File: config.mk
export PLATFORM = sky130hd
export DESIGN_NAME = flag_register_unit
export DESIGN_NICKNAME = d
export VERILOG_FILES = /design/src/rtl/flag_register_unit_pkg.sv /design/src/rtl/flag_register_unit_flag_stack.sv /design/src/rtl/flag_register_unit.sv
export SDC_FILE = /design/constraint.sdc
export NUM_CORES = 1
export LEC_CHECK = 0
export CAP_MARGIN = 15
export CORE_UTILIZATION = 25
export CTS_BUF_LIST = sky130_fd_sc_hd__clkbuf_4 sky130_fd_sc_hd__clkbuf_8
export DETAILED_ROUTE_END_ITERATION = 6
export PLACE_DENSITY = 0.55
export SYNTH_ARGS = -nofsm -noshare
export SYNTH_HDL_FRONTEND = slang
export SYNTH_SLANG_ARGS = --single-unit
File: constraint.sdc
create_clock -name clk -period 1.8 [get_ports clk]
set_input_delay 0.27 -clock clk [delete_from_list [all_inputs] [get_ports clk]]
set_output_delay 0.27 -clock clk [all_outputs]
set_load 0.005 [all_outputs]
File: src/rtl/flag_register_unit_pkg.sv
// Shared flag definitions for the ALU and the condition-code register.
//   FLAG_W               width of the {V,Z,N,C} flag vector
//   FLAG_V/Z/N/C         bit positions inside the flag vector
//   STACK_DEPTH_DEFAULT  default interrupt nesting depth of the shadow stack
package flag_register_unit_pkg;

    localparam int FLAG_W = 4;

    localparam int FLAG_V = 3;
    localparam int FLAG_Z = 2;
    localparam int FLAG_N = 1;
    localparam int FLAG_C = 0;

    localparam int STACK_DEPTH_DEFAULT = 4;

    typedef logic [FLAG_W-1:0] flags_t;

endpackage

File: src/rtl/flag_register_unit_flag_stack.sv
// Bounded LIFO holding shadow copies of the flags across interrupt nesting.
//   clk, rst      clock, asynchronous active-low reset (stack becomes empty)
//   push, pop     push pushData / drop the top entry; push has priority
//   pushData      value written on push
//   topData       current top entry (0 while empty)
//   depth         number of valid entries, 0..DEPTH
//   full, empty   depth == DEPTH / depth == 0
// A push while full and a pop while empty are silently ignored; the caller
// is responsible for reporting those as errors.
module flag_stack
    import flag_register_unit_pkg::*;
#(
    parameter int DEPTH = 4,
    parameter int WIDTH = 4
) (
    input  logic                         clk,
    input  logic                         rst,
    input  logic                         push,
    input  logic                         pop,
    input  logic [WIDTH-1:0]             pushData,
    output logic [WIDTH-1:0]             topData,
    output logic [$clog2(DEPTH+1)-1:0]   depth,
    output logic                         full,
    output logic                         empty
);

    localparam int DW = $clog2(DEPTH + 1);
    localparam int AW = (DEPTH > 1) ? $clog2(DEPTH) : 1;

    logic [WIDTH-1:0] entries [DEPTH];
    logic [DW-1:0]    topIdx;

    assign full   = (depth == DW'(DEPTH));
    assign empty  = (depth == '0);
    assign topIdx = depth - DW'(1);

    // topIdx wraps when empty, so the read is masked rather than trusted.
    assign topData = empty ? '0 : entries[topIdx[AW-1:0]];

    always_ff @(posedge clk or negedge rst) begin
        if (!rst) begin
            depth <= '0;
            for (int i = 0; i < DEPTH; i++) begin
                entries[i] <= '0;
            end
        end else if (push && !full) begin
            entries[depth[AW-1:0]] <= pushData;
            depth                  <= depth + DW'(1);
        end else if (pop && !empty) begin
            depth <= depth - DW'(1);
        end
    end

endmodule

File: src/rtl/flag_register_unit.sv
// Condition-code register on the consumer side of the ALU flag interface.
// Commits ALU flags, saves/restores them across interrupt entry and RTI
// through a bounded shadow stack, and forwards the next-state flags
// combinationally for branch resolution.
//   clk, rst        clock, asynchronous active-low reset
//   stall           freezes all state; flagsFwd then equals flagsOut
//   aluFlagsIn      {V,Z,N,C} from the instruction leaving execute
//   flagWrite       commit aluFlagsIn this cycle
//   intEnter        interrupt accepted: push the post-commit flags
//   rtiPop          RTI: restore flags from the stack top
//   errClear        clear both sticky error bits
//   flagsOut        registered architectural flags (to the ALU)
//   flagsFwd        combinational next-state flags
//   stackDepth      valid shadow entries
//   stackOverflow   sticky: push attempted while full
//   stackUnderflow  sticky: pop attempted while empty
module flag_register_unit #(
    parameter int STACK_DEPTH = flag_register_unit_pkg::STACK_DEPTH_DEFAULT,
    parameter int FLAG_W      = flag_register_unit_pkg::FLAG_W
) (
    input  logic                               clk,
    input  logic                               rst,
    input  logic                               stall,
    input  logic [FLAG_W-1:0]                  aluFlagsIn,
    input  logic                               flagWrite,
    input  logic                               intEnter,
    input  logic                               rtiPop,
    input  logic                               errClear,
    output logic [FLAG_W-1:0]                  flagsOut,
    output logic [FLAG_W-1:0]                  flagsFwd,
    output logic [$clog2(STACK_DEPTH+1)-1:0]   stackDepth,
    output logic                               stackOverflow,
    output logic                               stackUnderflow
);

    import flag_register_unit_pkg::*;

    logic [FLAG_W-1:0] flagsNext;
    logic [FLAG_W-1:0] stackTop;
    logic              stackFull;
    logic              stackEmpty;
    logic              doPush;
    logic              doPop;
    logic              ovfEvent;
    logic              unfEvent;

    // A simultaneous intEnter wins over rtiPop, and the dropped pop is not
    // an error. The pushed value is flagsNext, so a retiring instruction's
    // flags are saved before the handler runs.
    always_comb begin
        doPush    = !stall && intEnter;
        doPop     = !stall && rtiPop && !intEnter && !stackEmpty;
        ovfEvent  = doPush && stackFull;
        unfEvent  = !stall && rtiPop && !intEnter && stackEmpty;
        flagsNext = flagsOut;
        if (doPop) begin
            flagsNext = stackTop;
        end else if (!stall && flagWrite) begin
            flagsNext = aluFlagsIn;
        end
    end

    assign flagsFwd = flagsNext;

    flag_stack #(
        .DEPTH (STACK_DEPTH),
        .WIDTH (FLAG_W)
    ) uStack (
        .clk      (clk),
        .rst      (rst),
        .push     (doPush),
        .pop      (doPop),
        .pushData (flagsNext),
        .topData  (stackTop),
        .depth    (stackDepth),
        .full     (stackFull),
        .empty    (stackEmpty)
    );

    // A fresh error event outranks errClear in the same cycle.
    always_ff @(posedge clk or negedge rst) begin
        if (!rst) begin
            flagsOut       <= '0;
            stackOverflow  <= 1'b0;
            stackUnderflow <= 1'b0;
        end else if (!stall) begin
            flagsOut       <= flagsNext;
            stackOverflow  <= ovfEvent || (stackOverflow && !errClear);
            stackUnderflow <= unfEvent || (stackUnderflow && !errClear);
        end
    end

endmodule
==> results.md, run 1 <==
* Outcome: complete, but fails checks
* Failing checks: negative setup slack
* Synthesized area per cell at around 11 µm²
* Power per Cell Area at about 1600 nW/µm²
* Peak Freq at ~520 MHz
* #FFs+latches synth at 25
* Later-pin clock latency in the skew report at between 0.2 and 0.3 ns
* Clock sink count at 25
* Critical Path Start: uStack.depth[0]$_DFFE_PN0P_
* Clock transition at the registers of the reported paths at 0.10 ns
* First-pass GRT wire length at between 5 and 6 mm
* Drt via density at 4.76
* DIE AREA at 5810 µm²
* Maximum VDD drop at just under 500 µV
* Nature of the critical path startpoint: register
* IO Count at 24
* Worst hold path class: in -> async
* Slew Viols, Final at 0
* Initial core utilization at 26.4%
* Synth Instances at between 100 and 150
* DRC viols at 0
* # rows at 26
* Clock share of power at 12.1%
* Design area at roughly 1900 µm²
* Clock root cell: clkbuf_8
* Layout cells sized above 1 at between 20% and 30%
* Lkg Pwr at 0.820 nW
* Drt pass-1 iters at 4
* WL/cell at between 10 and 15 µm
* Core ar. at roughly 5200 µm²
* Fin crit share at 107%
* Vias in the first global route at 1164
* RSZ-0062 raised after global routing: true
* Dpl ws at -0.645 ns
* Relative slew slack at between 70% and 80%
* Synth unique cells at 29
* CTS tree: done
* Vias at approximately 1100
* GRT Total Usage at roughly an eighth
* Cell-internal power at roughly 1.9 mW
* Nets@finish at 188
* YS warnings at 0
* Combinational power share at between 50% and 60%
* Die Y at ~76 µm
* Placer Congestion at slightly above 0.8
* Antenna violations before repair at 0
* Critical register-to-register path startpoint: uStack.depth[0]$_DFFE_PN0P_
* Post-layout minimum cycle time at 1.92 ns
* Final setup margin at -0.118 ns
* Placed cell area at roughly 1800 µm²
* H-tree depth at 1
* Seq/Total Area, Yosys at 45.5%
* # setup viols final at 4
* Mapped Area at around 1400 µm²
* Max clock buf depth at 2
* N_diodes at 0
* Post-Route Skew at approximately 0.008 ns
* Final total power at around 3.0 mW
* Die Width at roughly 76 µm
* Overall routed net length at around 3.4 mm
* CP arrival at roughly 1.7 ns
* TritonCTS Buffers at 3
* CP required at around 1.5 ns
* Worst slew pin tran at roughly 0.34 ns
* Hold Buf Count CTS at 0
* DRT iter0 DRCs at between 40 and 50
* Largest net degree at the start of global routing at 26
* Reg-to-reg slack, setup at approximately 0.13 ns
* DRT antenna net count at 0
* Sw Ratio at between 30% and 40%
* Maxcap violations at 0
* Grt total ovfl at 0
* Worst Setup End Kind: output pin
* DP Wirelength at 2.51 mm
* Hold violation count in the final report at 0
* Utilization after layout at 36.8%
* Area delta synth->final at 39.2%
* Crit path kind: reg -> out
* Crit path max fanout at 6
* Switch Pwr at approximately 1.1 mW
* Syn_nets at approximately 140
* Sequential power share at 31.5%
* Port bufs at 23
* Commonest non-fill, non-tap cells in the layout: dfrtp_1, buf_4, o31ai_1, clkdlybuf4s50_1, mux2i_1
## what timing repair did
action / 4_1_cts / 5_1_grt
setup buffers: 3 / 0
pin swaps: 2 / 1
endpoints found under the setup margin: 4 / 4
resized for setup: 24 / 3
## routing by layer
layer	share of wire [%]	vias up	track usage, %
met4	0.62	0	3.46
met3	3.6	2	1.80
met2	47	36	19.2
li1	-	557	-
met1	49	553	17.9
met5	0	-	0
## logic make-up (layout without fill, tap and decap cells)
group                    count (synthesis)  after routing  share of synthesized area [%]
buffers and inverters                   19             64                           5.91
AND/OR/NAND/NOR                         24             24                           9.64
adder cells (fa/ha/maj)                  5              5                           4.55
flip-flops                              25             25                           45.5
multiplexers                            16             16                           15.3
AO/OA/AOI/OAI                           36             36                           18.5
XOR/XNOR                                 1              1                          0.636
## cell type report
| type | count | area [µm²] |
|---|---|---|
| Clock inverter | 1 | 8.76 |
| Inverter | 10 | 37.5 |
| Clock buffer | 3 | 41.3 |
| Tap cell | 70 | 87.6 |
| Timing Repair Buffer | 50 | 417 |
| Fill cell | 527 | 3290 |
| Multi-Input combinational cell | 82 | 698 |
| Sequential cell | 25 | 626 |
## power by group through the flow
stage / clock network, mW / registers, mW / logic (mW)
2_1_floorplan: 0 / 0.952 / 0.907
3_3_place_gp: 0 / 0.938 / 1.60
3_5_place_dp: 0 / 0.953 / 1.64
4_1_cts: 0.374 / 0.942 / 1.67
5_1_grt: 0.399 / 0.976 / 1.86
6_report: 0.364 / 0.945 / 1.69
## path summary, 6_finish.rpt
path                                                       end  depth (start not counted)
worst max-delay path                               flagsFwd[2]                          6
worst min-delay path                   flagsOut[1]$_DFFE_PN0N_                          2
min in group clk                    stackUnderflow$_DFFE_PN0N_                          2
max in group asynchronous           stackUnderflow$_DFFE_PN0N_                          2
worst max register to register   uStack.entries[1]$_DFFE_PN0P_                          8
worst min register to register  uStack.entries[10]$_DFFE_PN0P_                          2
## critical path, cell delays in order, from the launching register on
cell,delay (ns)
dfrtp_1,0.38
inv_2,0.06
ha_4,0.32
mux4_2,0.31
inv_1,0.09
mux2i_1,0.07
buf_2,0.13
## synthesized netlist by cell type
| cell | count | area, µm² |
|---|---|---|
| dfrtp_1 | 25 | 626 |
| o31ai_1 | 24 | 180 |
| mux2i_1 | 12 | 120 |
| inv_1 | 10 | 37.5 |
| nor2_1 | 6 | 22.5 |
| a21oi_1 | 5 | 25.0 |
| ha_1 | 5 | 62.6 |
| mux4_2 | 4 | 90.1 |
| buf_2 | 3 | 15.0 |
| clkbuf_1 | 3 | 11.3 |
| nand2_1 | 3 | 11.3 |
| nand2b_1 | 3 | 18.8 |
| nand3_1 | 3 | 15.0 |
| or3_1 | 3 | 18.8 |
| clkbuf_2 | 2 | 10.0 |
| o21ai_0 | 2 | 10.0 |
| a31oi_1 | 1 | 6.26 |
| a32o_1 | 1 | 10.0 |
| a32oi_1 | 1 | 8.76 |
| and2_1 | 1 | 6.26 |
| and2b_1 | 1 | 7.51 |
| buf_4 | 1 | 7.51 |
| nor2b_1 | 1 | 6.26 |
| nor3_1 | 1 | 5.00 |
| nor4bb_1 | 1 | 10.0 |
| o22ai_1 | 1 | 6.26 |
| o32ai_1 | 1 | 8.76 |
| or3b_4 | 1 | 11.3 |
| xnor2_1 | 1 | 8.76 |
## stage by stage
stage               std cells  hold WS, ns  TNS, ns
finish                    241        0.351   -0.424
floorplan                 126      -0.0256        0
global route              241        0.382   -0.771
CTS                       241        0.370   -0.517
detailed placement        234        0.491    -3.80
global placement          234        0.474    -2.87
## state kept, by name, summed over array words and instances, names as in the netlist
name	flops
uStack.entries	16
flagsOut	4
uStack.depth	3
stackOverflow	1
stackUnderflow	1
Power figures use the tool's default switching activity.
==> run 2: changes to the inputs <==
- PLACE_DENSITY: 0.55 -> unset
==> run 2 against run 1 <==
- largest cell class unchanged
- worst hold slack better by 0.0026 ns
- clock skew is 0.0064 ns lower
- die area unchanged
- sequential power about the same
- largest power group unchanged
- non-clock buffer count fell by 2
- the flow still finishes with violations (negative setup slack)
==> results.md, run 2 (synthesized netlist as in run 1, its figures left out) <==
* Outcome: complete, but fails checks
* Failing checks: negative setup slack
* Cell-internal power at 1.83 mW (-2.0%)
* Maxcap violations at 0 (unchanged)
* Vias at 1137 (-0.96%)
* CTS tree: done
* Port bufs at 23 (unchanged)
* Initial core utilization at 26.4% (unchanged)
* Design area at 1910 µm² (about the same)
* IO Count at 24 (unchanged)
* Overall routed net length at 3.38 mm (about the same)
* Final setup margin at -0.135 ns (-0.0174 ns)
* Fin cells at 239 (-0.83%)
* Clock sink count at 25 (unchanged)
* Nature of the critical path startpoint: register
* Power per Cell Area at 1530 nW/µm² (-2.6%)
* RSZ-0062 raised after global routing: true
* Final hold slack at 0.354 ns (+0.00256 ns)
* Largest net degree at the start of global routing at 26 (unchanged)
* WL/cell at 14.1 µm (+0.75%)
* First-pass GRT wire length at 5.93 mm (+2.3%)
* Area delta synth->final at 39.1% (about the same)
* Hold violation count in the final report at 0 (unchanged)
* Die Width at 76.2 µm (unchanged)
* DRC viols at 0 (unchanged)
* Core ar. at 5200 µm² (unchanged)
* Die Y at 76.2 µm (unchanged)
* Drt pass-1 iters at 4 (unchanged)
* Clock root cell: clkbuf_8
* Placed cell area at 1860 µm² (+1.4%)
* Sequential power share at 32.4% (+0.9 points)
* H-tree depth at 1 (unchanged)
* DRT iter0 DRCs at 98 (+100%)
* Vias in the first global route at 1182 (+1.5%)
* Clock transition at the registers of the reported paths at 0.09 ns (about the same)
* Grt total ovfl at 0 (unchanged)
* Peak Freq at 517 MHz (-0.90%)
* Later-pin clock latency in the skew report at 0.27 ns (about the same)
* Drt via density at 4.76 (-0.13%)
* CP required at 1.53 ns (about the same)
* Max reg flops at 16 (unchanged)
* Final total power at 2.92 mW (-2.7%)
* Layout cells sized above 1 at 26.0% (-2.0 points)
* Relative slew slack at 77.3% (-0.31 points)
* Post-Route Skew at 0.00166 ns (-0.00636 ns)
* Largest registers: uStack.entries x16, flagsOut x4, uStack.depth x3
* DIE AREA at 5810 µm² (unchanged)
* Sw Ratio at 37.3% (-0.48 points)
* Commonest non-fill, non-tap cell in the layout: dfrtp_1
* Lkg Pwr at 0.823 nW (+0.39%)
* Combinational power share at 56.0% (-0.4 points)
* Largest reg by FF count: uStack.entries
* Worst Setup End Kind: output pin
* Maximum VDD drop at 683 µV (+40%)
* Crit path kind: reg -> out
* Max clock buf depth at 2 (unchanged)
* Clock share of power at 11.6% (-0.5 points)
* Final setup TNS at -0.474 ns (-0.0502 ns)
* CP arrival at 1.67 ns (+0.02 ns)
* N_diodes at 0 (unchanged)
* Switch Pwr at 1.09 mW (-3.9%)
* Crit path max fanout at 7 (+1)
* DRT antenna net count at 0 (unchanged)
* Commonest non-fill, non-tap cells in the layout: dfrtp_1, o31ai_1, buf_4, clkdlybuf4s50_1, mux2i_1
* Worst hold path class: in -> async
* # setup viols final at 4 (unchanged)
* GRT Total Usage at 13.1% (+0.71 points)
* Nets@finish at 186 (-1.1%)
* Fin crit share at 108% (+0.97 points)
* Placer Congestion at 0.754 (-8.1%)
* DP Wirelength at 2.39 mm (-4.8%)
* # rows at 26 (unchanged)
* Antenna violations before repair at 0 (unchanged)
* Post-layout minimum cycle time at 1.94 ns (+0.0174 ns)
* TritonCTS Buffers at 3 (unchanged)
* Dpl ws at -0.671 ns (-0.0266 ns)
* Slew Viols, Final at 0 (unchanged)
* Utilization after layout at 36.8% (about the same)
* Worst slew pin tran at 0.341 ns (+0.00471 ns)
* Dpl cells at 234 (unchanged)
==> run 2: changes by cell type in the layout (fill, tap and decap cells not counted), sizes merged <==
cell	change
dlygate4sd2	-1
dlymetal6s2s	+1
buf	-2
clkinv	+1
inv	-1
==> run 2: power by group through the flow <==
stage	Clock (mW)	Sequential [mW]	Combinational (mW)
floorplan	0	0.952	0.907
global placement	0	0.945	1.62
detailed placement	0	0.951	1.64
CTS	0.355	0.948	1.64
global route	0.378	0.983	1.81
finish	0.340	0.946	1.63
==> run 2: worst max-delay path, stage by stage (launching register included) <==
cell and delay (ns):
dfrtp_1 0.37, buf_4 0.20, mux4_2 0.52, inv_1 0.10, mux2i_2 0.07, buf_2 0.14
==> run 2: worst paths after layout <==
check                                             from                              to  slack, ns  cells after the start
setup / recovery           uStack.depth[0]$_DFFE_PN0P_                     flagsFwd[1]      -0.14                      5
hold / removal                                     rst  uStack.entries[12]$_DFFE_PN0P_       0.35                      2
setup reg to reg           uStack.depth[0]$_DFFE_PN0P_   uStack.entries[3]$_DFFE_PN0P_       0.15                      8
hold reg to reg             stackUnderflow$_DFFE_PN0N_      stackUnderflow$_DFFE_PN0N_       0.50                      1
max in group asynchronous                          rst      stackUnderflow$_DFFE_PN0N_       1.19                      2
min in group clk                                rtiPop      stackUnderflow$_DFFE_PN0N_       0.39                      2
==> run 2: timing repair <==
action | in CTS | in global routing
pin swaps | 3 | 2
gates cloned | 0 | 0
gates resized for setup | 21 | 2
setup endpoints to repair | 4 | 4
hold buffers | 0 | 0
setup buffers | 1 | 0
==> run 2: layout make-up <==
class                           count  area [µm²]
Tap cell                           70        87.6
Clock buffer                        3        41.3
Timing Repair Buffer               48         423
Inverter                           10        37.5
Multi-Input combinational cell     82         694
Sequential cell                    25         626
Fill cell                         536        3290
Clock inverter                      1        5.00
==> run 2: layer usage <==
| layer | part of all wire [%] | GRT usage (%) |
|---|---|---|
| met1 | 49 | 18.4 |
| met2 | 44 | 19.9 |
| met3 | 6.0 | 3.23 |
| met4 | 1.0 | 3.46 |
| met5 | 0 | 0 |
